## src/rtl/piso_tx_if.sv

```systemverilog
// Handshake and data bundle between a word source and the piso_tx serializer.
// The master supplies words; the slave (piso_tx) drives the serial stream and status.
interface piso_tx_if #(
  parameter int WIDTH = 4
);
  logic             load;
  logic [WIDTH-1:0] din;
  logic             so;
  logic             busy;
  logic             done;

  modport master (output load, din, input  so, busy, done);
  modport slave  (input  load, din, output so, busy, done);
endinterface

```

## src/rtl/piso_tx.sv

```systemverilog
// Parallel-in, serial-out transmitter: shifts a WIDTH-bit word out LSB first,
// with a busy flag while shifting and a one-cycle done pulse after the last bit.
module piso_tx #(
  parameter int WIDTH = 4,
  parameter int CW    = 3
) (
  input  logic     clk,
  input  logic     reset,
  piso_tx_if.slave bus
);

  typedef enum logic {IDLE, SHIFT} state_e;

  localparam logic [CW-1:0] LAST_BIT = CW'(WIDTH - 1);

  state_e           state_q, state_d;
  logic [WIDTH-1:0] shreg_q, shreg_d;
  logic [CW-1:0]    cnt_q,   cnt_d;
  logic             busy_q,  busy_d;
  logic             done_q,  done_d;

  // NOTE: every signal gets a default before the case so no path leaves it unassigned; otherwise a latch is inferred.
  always_comb begin
    state_d = state_q;
    shreg_d = shreg_q;
    cnt_d   = cnt_q;
    busy_d  = busy_q;
    done_d  = 1'b0;

    unique case (state_q)
      IDLE: begin
        if (bus.load) begin
          shreg_d = bus.din;
          cnt_d   = '0;
          busy_d  = 1'b1;
          state_d = SHIFT;
        end
      end
      SHIFT: begin
        // Zero-fill from the top so the register is empty once the last bit has gone.
        shreg_d = {1'b0, shreg_q[WIDTH-1:1]};
        if (cnt_q == LAST_BIT) begin
          cnt_d   = '0;
          busy_d  = 1'b0;
          done_d  = 1'b1;
          state_d = IDLE;
        end else begin
          cnt_d = cnt_q + 1'b1;
        end
      end
      default: state_d = IDLE;
    endcase
  end

  // NOTE: sequential state uses non-blocking assignments so all flops update together at the edge.
  always_ff @(posedge clk or negedge reset) begin
    if (!reset) begin
      state_q <= IDLE;
      shreg_q <= '0;
      cnt_q   <= '0;
      busy_q  <= 1'b0;
      done_q  <= 1'b0;
    end else begin
      state_q <= state_d;
      shreg_q <= shreg_d;
      cnt_q   <= cnt_d;
      busy_q  <= busy_d;
      done_q  <= done_d;
    end
  end

  assign bus.so   = shreg_q[0];
  assign bus.busy = busy_q;
  assign bus.done = done_q;

endmodule

```

## src/flat_wrapper.sv

```systemverilog
// flat-port wrapper written by rule: the top's interface ports become plain ports
module piso_tx_flat 
#(
  parameter int WIDTH = 4,
  parameter int CW    = 3
)
  (clk, reset, bus_load, bus_din, bus_so, bus_busy, bus_done);
  piso_tx_if #(.WIDTH(WIDTH)) bus_i ();
  input  logic clk;
  input  logic reset;
  input wire logic [$bits(bus_i.load)-1:0] bus_load;
  input wire logic [$bits(bus_i.din)-1:0] bus_din;
  output wire logic [$bits(bus_i.so)-1:0] bus_so;
  output wire logic [$bits(bus_i.busy)-1:0] bus_busy;
  output wire logic [$bits(bus_i.done)-1:0] bus_done;
  assign bus_i.load = bus_load;
  assign bus_i.din = bus_din;
  assign bus_so = bus_i.so;
  assign bus_busy = bus_i.busy;
  assign bus_done = bus_i.done;
  piso_tx #(.WIDTH(WIDTH), .CW(CW)) u_core (.clk(clk), .reset(reset), .bus(bus_i));
endmodule
```

## config.mk

```make
export PLATFORM = sky130hd
export DESIGN_NAME = piso_tx_flat
export DESIGN_NICKNAME = d
export VERILOG_FILES = /design/src/rtl/piso_tx_if.sv /design/src/rtl/piso_tx.sv /design/src/flat_wrapper.sv
export SDC_FILE = /design/constraint.sdc
export NUM_CORES = 1
export LEC_CHECK = 0
export ABC_AREA = 1
export CAP_MARGIN = 30
export CORE_MARGIN = 2
export CORE_UTILIZATION = 30
export CTS_BUF_LIST = sky130_fd_sc_hd__clkbuf_8
export CTS_CLUSTER_SIZE = 25
export DETAILED_ROUTE_END_ITERATION = 16
export GPL_TIMING_DRIVEN = 0
export PLACE_DENSITY = 0.54
export SKIP_LAST_GASP = 1
export SLEW_MARGIN = 20
export SYNTH_ARGS = -nofsm -noshare
export SYNTH_HDL_FRONTEND = slang
export SYNTH_SLANG_ARGS = --single-unit
```

## constraint.sdc

```tcl
create_clock -name clk -period 1.55 [get_ports clk]
set_clock_uncertainty 0.05 [all_clocks]
set_input_delay 0.31 -clock clk [delete_from_list [all_inputs] [get_ports clk]]
set_output_delay 0.31 -clock clk [all_outputs]
set_load 0.005 [all_outputs]
```

# Word-level counts from Yosys, hierarchy flattened
# Index checks and enable logic that the tools add are counted.
# totals
ff_bits	10
latchBits	0
mem_bits_rw	0
romBits	0
in_bits	7
wordCells	24
memories	0
# classes
add_sub_neg	1
n_mul	0
div_mod_pow	0
order_cmp	0
n_eq_ne	3
shifts	0
muxes	13
bitwise	1
reduce_logical	1
# op_table
operator	n
case mux 4 bit (2 select lines)	1
two-way mux 1 bit	6
two-way mux 3 bit	2
case mux 3 bit (2 select lines)	1
two-way mux 4 bit	1
!= test 2 bit (second input constant)	2
case mux 1 bit (2 select lines)	2
adder 3 x 1 -> 3 bit (second input constant)	1
equality test 3 x 2 -> 1 bit (second input constant)	1
AND reduction 2 bit	1
inverter 1 bit	1

# Logic depth before layout (Yosys ltp)
# Gate-level depths: netlist of run 1.
# logic_depth
ltp_word	3
ltp_mapped	6

# Least setup slack after synthesis of run 1
# OpenSTA, ideal clock, no wires.
# synth_path
path_kind	reg2reg
from	reg u_core.cnt_q[0]
to	reg u_core.cnt_q[1]
arrival_ns	0.817
required_time_ns	1.384
path_slack_ns	0.566
path_stages_with_launch	6
n_path_buf	0
period_less_slack_ns	0.984
path_cell_list	dfrtp_1 -> ha_1 -> nand2_1 -> inv_1 -> nand2_1 -> nand2_1
# synth_via
elab_chain_cells	3
elab_cells_between_ends	4
cone_classes	add/sub (1); eq/ne (1); mux (2)
# synth_rtl
item	line	source
start: declaration	piso_tx.sv:18	logic [CW-1:0] cnt_q, cnt_d;
start signal: assignment	piso_tx.sv:66	cnt_q <= cnt_d;
adder 3 x 1 -> 3 bit or equality test 3 x 2 -> 1 bit (tied branches)	piso_tx.sv:48, piso_tx.sv:42	
two-way mux 3 bit (*)	piso_tx.sv:42	if (cnt_q == LAST_BIT) begin
case mux 3 bit (2 select lines) (*)	piso_tx.sv:30	unique case (state_q)
# Mark *: on every way between the ends. The rest lies on a longest branch, timed or not.
# A chain may end at the register's enable or synchronous reset.

# Worst setup path after layout of run 1
# layout_path
from	reg u_core.busy_q, in the netlist u_core.bus.busy
to	out bus_busy
# layout_rtl
item	line	source
start: declaration	piso_tx.sv:19	logic busy_q, busy_d;
start signal: assignment	piso_tx.sv:67	busy_q <= busy_d;
end: declaration	flat_wrapper.sv:14	output wire logic [$bits(bus_i.busy)-1:0] bus_busy;
# No word-level cell between the ends.

==> out/qor.yml, run 1 <==
outcome: "finished clean"
antenna_cells: 0
cp.required_ps: 1190
htree_num_levels: 1
fillers: 140
peakVddDrop_v: 0.000698
cp_cell_sequence: "clkdlybuf4s50_1"
cts_root_buf: "clkbuf_8"
finalHoldViolCount: 0
dieArea_um2: 1810
relSlewSlack: 0.704
setup_tns_ps: 0
grtUsageTotal: 0.109
cp_max_fo: 2
cts_setup_buffers: 0
period_minus_slack_ps: 1420
routed_via_density: 4.50
finalSetupViolations: 0
cp_slowest_cell: "clkdlybuf4s50_1"
seq_area_frac_synth: 0.560
fp-row-count: 13
top_usage_layer: "met2"
cts_buffers: 3
fin_area_um2: 597
multi_input_area_um2: 159
grtUsageMet2: 0.154
placed_cells: 77
core_um2: 1350
worst-path-buf-inv: 1
yosys_warnings: 0
synth_seq_cells: 10
cts_buffer_depth: 2
crit_type: "reg2out"
holdWs_ps: 347
grt_pass1_wl_um: 1460
grt_pass1_vias: 330
endpoint_kind: "primary output"
slew_violations: 0
hold_path_class: "in2async"
vias: 360
met1_usage: 0.144
regArea_um2: 250
critPathMaxStageDelay_ps: 500
drtPass1Iterations: 4
ant_nets: 0
num_io_pins: 10
start_util: 0.331
die_x_um: 42.6
cts_tree: "done"
cts_num_sinks: 10
cts_resized: 0
portBuffers: 9
p_per_area_nw_per_um2: 1760
max_freq_mhz: 706
path_clk_slew_ps: 40
place_area_um2: 556
netlist_area_um2: 447
place.gp.congestion: 0.752
overflow: 0
synth.distinct_cells: 10
grt_max_degree: 11
drt_iter0_drc: 5
synth_nets: 61
worst_setup_path_start_kind: "flop"
leakage_nw: 0.310
drc: 0
clock_latency_ps: 230
die_y_um: 42.6
cap_violations: 0
antenna_found_initial: 0
nets: 75
postSynthAreaPerCell_um2: 8.43
rsz0062_at_grt: "false"
finalNonFillerCells: 80
cts-hold-fix-buffers: 0
hpwl_um: 592
critPathTopFamily: "buffers and inverters"
worstPathArrival_ps: 1060
area_growth_syn_to_layout_pct: 33.6
timing.final.crit_share: 0.914
grtUsageMet3: 0.0388
wl_per_cell_um: 9.74
drive_gt1_frac: 0.123
syn_inst: 53
worstMarginPinSlew_ps: 443
wirelength_um: 779
## cells by family (layout without fill, tap and decap cells)
group	Yosys count	count (layout)	synth area share
adders and majority gates	1	1	0.0280
buffers and inverters	8	20	0.0840
DFF	10	10	0.560
and+or+nand+nor	34	34	0.328
## where the power goes
group | switching [W] | internal [W]
Clock | 0.0000867 | 0.000169
Sequential | 0.0000457 | 0.000358
Combinational | 0.000202 | 0.000191
## synthesized netlist by cell type, drive strengths merged
| library cell | number | area (um2) |
|---|---|---|
| buf | 1 | 11.3 |
| dfrtp | 10 | 250 |
| nand2 | 22 | 82.6 |
| ha | 1 | 12.5 |
| nand3 | 7 | 35.0 |
| nor2 | 5 | 28.8 |
| inv | 7 | 26.3 |
## metrics by stage
step	total power, W	util	setup slack [ps]
finish	0.00105	0.442	134
global route	0.00115	0.442	85.3
CTS	0.00107	0.442	124
detailed placement	0.000808	0.411	165
global placement	0.000802	0.411	170
floorplan	0.000661	-	566
## placed cells by master (no fill, tap or decap)
| master | count |
|---|---|
| clkdlybuf4s50_1 | 9 |
| inv_2 | 2 |
| nor2_2 | 1 |
| buf_6 | 1 |
| clkbuf_8 | 3 |
| nor2_1 | 3 |
| nor2_4 | 1 |
| nand2_1 | 22 |
| dfrtp_1 | 10 |
| ha_1 | 1 |
| inv_1 | 5 |
| nand3_1 | 7 |
## path summary, 6_finish.rpt
path | from | endpoint | slack (ps) | cells past startpoint
worst max-delay path | u_core.bus.busy | bus_busy | 130 | 1
worst min-delay path | reset | u_core.bus.done | 350 | 1
worst min register to register | u_core.shreg_q[0] | u_core.shreg_q[0] | 430 | 2
max in group asynchronous | reset | u_core.shreg_q[0] | 800 | 1
worst max register to register | u_core.cnt_q[0] | u_core.cnt_q[1] | 510 | 5
min in group clk | u_core.shreg_q[0] | u_core.shreg_q[0] | 430 | 2
## sequential cells by signal, indices dropped and copies added, names as in the netlist
register / count
u_core.bus.busy: 1
u_core.bus.done: 1
u_core.cnt_q: 3
u_core.shreg_q: 4
u_core.state_q: 1
## routing by layer
layer  wire length, um  share of wire
met5                 0              0
met4                 0              0
met3                36          0.046
met2               343           0.44
met1               399           0.51
## layout make-up
class                           count  area share
Buffer                              1      0.0189
Clock buffer                        3      0.0692
Inverter                            7      0.0440
Multi-Input combinational cell     35       0.266
Sequential cell                    10       0.419
Tap cell                           15      0.0314
Timing Repair Buffer                9       0.151
No activity file was read; power rests on OpenSTA's default activity.
==> run 2: changes to the inputs <==
- CELL_PAD_IN_SITES_DETAIL_PLACEMENT: not set -> 0
- CELL_PAD_IN_SITES_GLOBAL_PLACEMENT: not set -> 1
- PLACE_DENSITY: 0.54 -> 0.69
==> run 2 against run 1 <==
Effect of this change: total power is 1.3% higher; die area did not move; combinational power about the same; critical endpoint is now bus_so.
==> out/qor.yml, run 2 (synthesized netlist as in run 1, its figures left out) <==
worst_setup_path_start_kind: "flop"
regMostFlops: "u_core.shreg_q"
drive_gt1_frac: 0.123
reg.largest.list: "u_core.shreg_q x4, u_core.cnt_q x3"
critPathTopFamily: "buffers and inverters"
htree_num_levels: 1
routed_via_density: 4.63
largest_reg_flops: 4
outcome: "finished clean"
p_per_area_nw_per_um2: 1790
cts_buffer_depth: 2
num_io_pins: 10
place_area_um2: 556
layout_commonest_cell: "nand2_1"
dieArea_um2: 1810
clock_latency_ps: 230
wirelength_um: 836
grt_pass1_vias: 345
hold_path_class: "in2async"
placed_cells: 77
grtUsageTotal: 0.114
power.total_w: 0.00107
cp_cell_sequence: "clkdlybuf4s50_1"
portBuffers: 9
slew_violations: 0
die_y_um: 42.6
worst-path-buf-inv: 1
worstMarginPinSlew_ps: 457
finalNonFillerCells: 80
cts_buffers: 3
peakVddDrop_v: 0.000678
cap_violations: 0
relSlewSlack: 0.695
cts_num_sinks: 10
setup_tns_ps: 0
cp-startpoint: "u_core.shreg_q[0]"
path_clk_slew_ps: 50
period_minus_slack_ps: 1430
top_usage_layer: "met2"
fin_area_um2: 597
overflow: 0
grtUsageMet2: 0.172
worstPathArrival_ps: 1070
wl_per_cell_um: 10.5
drt_iter0_drc: 8
rsz0062_at_grt: "false"
cts_tree: "done"
fp-row-count: 13
finalSetupViolations: 0
leakage_nw: 0.310
nets: 75
antenna_found_initial: 0
crit_type: "reg2out"
vias: 370
core_um2: 1350
endpoint_kind: "primary output"
max_freq_mhz: 701
final_cell_mix: "22 x nand2_1, 10 x dfrtp_1, 9 x clkdlybuf4s50_1"
cp_slowest_cell: "clkdlybuf4s50_1"
r2r-start: "u_core.cnt_q[0]"
cts_root_buf: "clkbuf_8"
grt_pass1_wl_um: 1480
cp_max_fo: 2
cts_resized: 0
area_growth_syn_to_layout_pct: 33.6
grt_max_degree: 11
antenna_cells: 0
cts-hold-fix-buffers: 0
timing.final.crit_share: 0.920
critPathMaxStageDelay_ps: 490
ant_nets: 0
fillers: 146
cp.required_ps: 1190
met1_usage: 0.135
hpwl_um: 620
start_util: 0.331
drc: 0
place.gp.congestion: 0.671
grtUsageMet3: 0.0776
finalHoldViolCount: 0
cts_setup_buffers: 0
drtPass1Iterations: 4
die_x_um: 42.6
-- run 2: power breakdown --
part,total (W),internal (W),switching [W],leakage (nW)
logic,0.000393,0.000190,0.000203,0.160
clock network,0.000267,0.000170,0.0000972,0.0216
registers,0.000405,0.000358,0.0000470,0.128
-- run 2: metrics by stage --
step | hold slack [ps] | setup slack (ps) | utilization
2_1_floorplan | -35.6 | 566 | -
3_3_place_gp | 417 | 164 | 0.411
3_5_place_dp | 419 | 164 | 0.411
4_1_cts | 368 | 113 | 0.442
5_1_grt | 387 | 78.7 | 0.442
6_report | 342 | 124 | 0.442
-- run 2: final timing paths --
check,to,slack [ps],cells after the start
min in group clk,u_core.shreg_q[3],430,2
max reg2reg,u_core.cnt_q[1],510,5
max,bus_so,120,1
min reg2reg,u_core.shreg_q[3],430,2
min,u_core.bus.done,340,1
max in group asynchronous,u_core.cnt_q[1],790,1
-- run 2: layer usage --
layer | share of wire | vias to the layer above
li1 | - | 187
met1 | 0.49 | 168
met2 | 0.41 | 15
met3 | 0.097 | 0
met4 | 0 | 0
met5 | 0 | -
-- run 2: final cells by class --
class	count	area, um2	area share
buffer	1	11.3	0.0189
tap	15	18.8	0.0314
timing repair buffer	9	90.1	0.151
multi-input combinational	35	159	0.266
sequential	10	250	0.419
clock buffer	3	41.3	0.0692
inverter	7	26.3	0.0440
==> variant 1 (settings of run 1) <==
`WIDTH` is set to 4 in 3 places; all go to 5.
--- a/src/rtl/piso_tx_if.sv
+++ b/src/rtl/piso_tx_if.sv
@@ -3,3 +3,3 @@
 interface piso_tx_if #(
-  parameter int WIDTH = 4
+  parameter int WIDTH = 5
 );
--- a/src/rtl/piso_tx.sv
+++ b/src/rtl/piso_tx.sv
@@ -3,3 +3,3 @@
 module piso_tx #(
-  parameter int WIDTH = 4,
+  parameter int WIDTH = 5,
   parameter int CW    = 3
--- a/src/flat_wrapper.sv
+++ b/src/flat_wrapper.sv
@@ -3,3 +3,3 @@
 #(
-  parameter int WIDTH = 4,
+  parameter int WIDTH = 5,
   parameter int CW    = 3
Interface: changed (resized bus_din); port bits go from 10 to 11. The function was not compared with the original's and may differ.
==> variant 1 against run 1 <==
Sequential share of layout area decreased by 0.73 points; non-clock buffer count is 1 higher; cell area grew 12%; die area rose by 11%; worst setup slack got worse by 0.030 ns; hold slack better by 0.015 ns; routed wire length grew 19%; largest power group unchanged; power rose by 12%; sequential cell count up 1; area after synthesis increased by 13%.
==> variant 1: results (changes against run 1) <==
| Metric | Value |
|---|---|
| Run status | `finished clean` |
| Fillers | `166 (+19%)` |
| Post-synth cell types | `11 (+1)` |
| R2R Setup Slk | `0.48 ns (-0.03 ns)` |
| GRT Util Overall | `12.0% (+1.1 points)` |
| First-pass GRT wire length | `1660 um (+13%)` |
| Peak supply drop | `0.000770 V (+10%)` |
| Nets | `83 (+11%)` |
| Regs by FF count | `u_core.shreg_q (5), u_core.cnt_q (3)` |
| Layout cells sized above 1 | `9.72% (-2.6 points)` |
| Register area share after synthesis | `54.7% (-1.3 points)` |
| Total placed cells including tap cells | `84 (+9.1%)` |
| Cell Area, Placed | `623 um2 (+12%)` |
| Commonest cells post-synth | `nand2_1 (25), dfrtp_1 (11), nand3_1 (9), inv_1 (4)` |
| Leak | `0.331 nW (+7.0%)` |
| Top post-synthesis cells by area | `dfrtp_1 (55%), nand2_1 (19%), nand3_1 (9.0%)` |
| Number of port buffers | `10 (+1)` |
| Crit path DAT | `1.09 ns (+0.03 ns)` |
| Worst slew pin tran | `0.512 ns (+0.0686 ns)` |
| Syn nets | `68 (+11%)` |
| Syn_area_per_cell | `8.67 um2 (+2.9%)` |
| Vias | `412 (+14%)` |
| Initial DRC Count | `9 (+4)` |
| Largest net degree at the start of global routing | `12 (+1)` |
| Vias in the first global route | `376 (+14%)` |
| Seq. cell area | `275 um2 (+10%)` |
| R2R Path End | `u_core.bus.busy` |
variant 1: kinds of logic (layout without fill, tap and decap cells):
logic type	count (synthesis)	count (layout)	share of synthesized area, %
compound gates	3	3	3.73
fa+ha+maj	2	2	4.97
buf+inv	6	20	5.97
flops	11	11	54.7
simple gates	36	36	30.6
variant 1: how the worst max path moves through the flow:
stage	endpoint	depth (start not counted)
floorplan	u_core.bus.busy	5
global placement	u_core.cnt_q[0]	4
detailed placement	u_core.cnt_q[0]	4
CTS	bus_busy	1
global route	bus_so	1
finish	bus_busy	1
variant 1: area by class of cell:
| class | instances | share of cell area (%) |
|---|---|---|
| buffer | 1 | 1.69 |
| clock buffer | 3 | 6.18 |
| tap | 16 | 3.00 |
| sequential | 11 | 41.2 |
| inverter | 5 | 2.81 |
| timing repair buffer | 10 | 15.0 |
| clock inverter | 1 | 0.562 |
| multi-input combinational | 41 | 29.6 |
variant 1: where the power goes:
group / leakage (nW) / switching (mW) / total [mW] / internal [mW]
clock network: 0.0269 / 0.107 / 0.281 / 0.174
registers: 0.138 / 0.0725 / 0.476 / 0.403
logic: 0.166 / 0.218 / 0.422 / 0.203
variant 1: routing by layer:
metal	part of all wire, %	wire length (um)	GRT usage (%)	up-vias
met5	0	0	0	-
met4	2.2	20	5.29	0
met3	5.3	49	6.40	3
met2	43	401	16.6	9
met1	49	455	15.5	192
li1	-	-	-	208
variant 1: per-stage QoR:
step	hold slack (ns)	total power [mW]	worst slack [ns]
2_1_floorplan	-0.0356	0.754	0.540
6_report	0.362	1.18	0.104
3_5_place_dp	0.418	0.913	0.145
5_1_grt	0.411	1.29	0.0603
4_1_cts	0.380	1.20	0.0813
3_3_place_gp	0.408	0.904	0.147
==> variant 2 (settings of run 1) <==
Without the edit above. Take the reset off `shreg_q` and load it in a clocked block of its own.
--- a/src/rtl/piso_tx.sv
+++ b/src/rtl/piso_tx.sv
@@ -58,3 +58,2 @@
       state_q <= IDLE;
-      shreg_q <= '0;
       cnt_q   <= '0;
@@ -64,3 +63,2 @@
       state_q <= state_d;
-      shreg_q <= shreg_d;
       cnt_q   <= cnt_d;
@@ -69,2 +67,6 @@
     end
+  end
+
+  always_ff @(posedge clk) begin
+    shreg_q <= shreg_d;
   end
Behaviour: not the same (Yosys sat finds a counterexample within 4 cycles, from zero or initial values and one cycle with reset low).
==> variant 2 against run 1 <==
Worst setup slack improved by 0.0013 ns; synthesized cell count fell by 9.4%; highest routed layer is now met4; sequential cell count did not move; combinational power rose by 8.7%; die area rose by 1.5%; sequential power rose by 11%; routed wire length fell by 5.3%; area after synthesis rose by 1.7%; critical path type unchanged; cell area rose by 3.8%; utilization fell by 1.6 points; non-clock buffer count did not move; largest cell class unchanged; power rose by 13%.
==> variant 2: results (changes against run 1) <==
| Metric | Value |
|---|---|
| CTS resizes | `0 (unchanged)` |
| Hold_ws | `0.276 ns (-0.0704 ns)` |
| Compound-Gate Fraction of Synth Area | `1.10% (+1.1 points)` |
| R2R cell count | `3 (-2)` |
| Commonest cells post-synth | `nand2_1 (21), dfrtp_1 (6), inv_1 (6), edfxtp_1 (4), nor2_1 (2)` |
| Post-synth EDFFs | `4 (+4)` |
| R2R Setup Slk | `0.47 ns (-0.04 ns)` |
| Met1 wire length | `386 um (-3.3%)` |
| Register area share after synthesis | `59.5% (+3.5 points)` |
| Synth Area in Adders | `2.75% (-0.046 points)` |
| Cell Area, Placed | `564 um2 (+1.6%)` |
| First-pass GRT wire length | `1340 um (-8.5%)` |
| Routability Congestion | `0.679 (-9.7%)` |
| Clock root buffer | `clkbuf_8` |
| Leak | `0.302 nW (-2.3%)` |
| Maximum root-to-sink buffer count | `2 (unchanged)` |
| Synth Instances | `48 (-9.4%)` |
| Run status | `finished clean` |
| Vias in the first global route | `312 (-5.5%)` |
| Syn nets | `56 (-8.2%)` |
| Vias per cell | `4.12 (-8.5%)` |
| Uppermost layer routed | `met4` |
| Met2 wire len | `302 um (-12%)` |
| Total placed cells including tap cells | `73 (-5.2%)` |
| Initial DRC Count | `0 (-5)` |
| Sequential share of power | `37.4% (-1.0 points)` |
| Hold Path Class | `in2async` |
| Largest net degree at the start of global routing | `10 (-1)` |
| Met3 GRT Util | `2.55% (-1.3 points)` |
| Nets | `70 (-6.7%)` |
| Layout cells sized above 1 | `18.0% (+5.7 points)` |
| Crit path DAT | `1.06 ns (about the same)` |
| M2 GR Usage | `12.7% (-2.7 points)` |
| Setup ws final | `0.135 ns (+0.00127 ns)` |
| Vias | `317 (-12%)` |
| CTS Buf Count | `3 (unchanged)` |
| Detailed Routing Iterations Pass 1 | `1 (-3)` |
| Worst slack at placement | `0.100 ns (-0.0651 ns)` |
| Post-synth cell types | `14 (+4)` |
| Wire per inst | `9.58 um (-1.6%)` |
| Met3 wire length | `40 um (+11%)` |
| GRT Util Overall | `10.4% (-0.43 points)` |
| Synth async-reset ratio | `60.0% (-40 points)` |
| Int Power | `826 uW (+15%)` |
| Max-slew headroom | `80.4% (+10 points)` |
| Grt met1 use | `14.7% (+0.27 points)` |
| Top post-synthesis cells by area | `dfrtp_1 (33%), edfxtp_1 (26%), nand2_1 (17%)` |
| Post-detail-place hpwl | `533 um (-9.9%)` |
| Peak supply drop | `0.000676 V (-3.2%)` |
| Clock net power | `319 uW (+25%)` |
| Net Sw Frac | `30.8% (-1.0 points)` |
## variant 2: cell types whose count changed in the layout (fill, tap and decap cells not counted)
cell             run 1  this run
nand3_1              7         0
dfrtp_1             10         6
edfxtp_1             0         4
a21oi_1              0         1
clkbuf_8             3         4
inv_1                5         6
inv_2                2         1
inv_6                0         1
nand2_1             22        21
nand2_2              0         1
nand3_2              0         1
nor2_1               3         2
## variant 2: final cells by class
type,instances,area (um2)
inverter,8,35.0
multi-input combinational,29,138
buffer,1,11.3
clock buffer,4,55.1
tap,16,20.0
fill,141,835
sequential,10,270
timing repair buffer,9,90.1
## variant 2: worst paths after layout
check / startpoint / end
setup / recovery: u_core.bus.busy / bus_busy
max in group asynchronous: reset / u_core.cnt_q[2]
hold / removal: reset / u_core.cnt_q[1]
setup reg to reg: u_core.state_q / u_core.shreg_q[1]
min in group clk: u_core.cnt_q[1] / u_core.cnt_q[1]
hold reg to reg: u_core.cnt_q[1] / u_core.cnt_q[1]
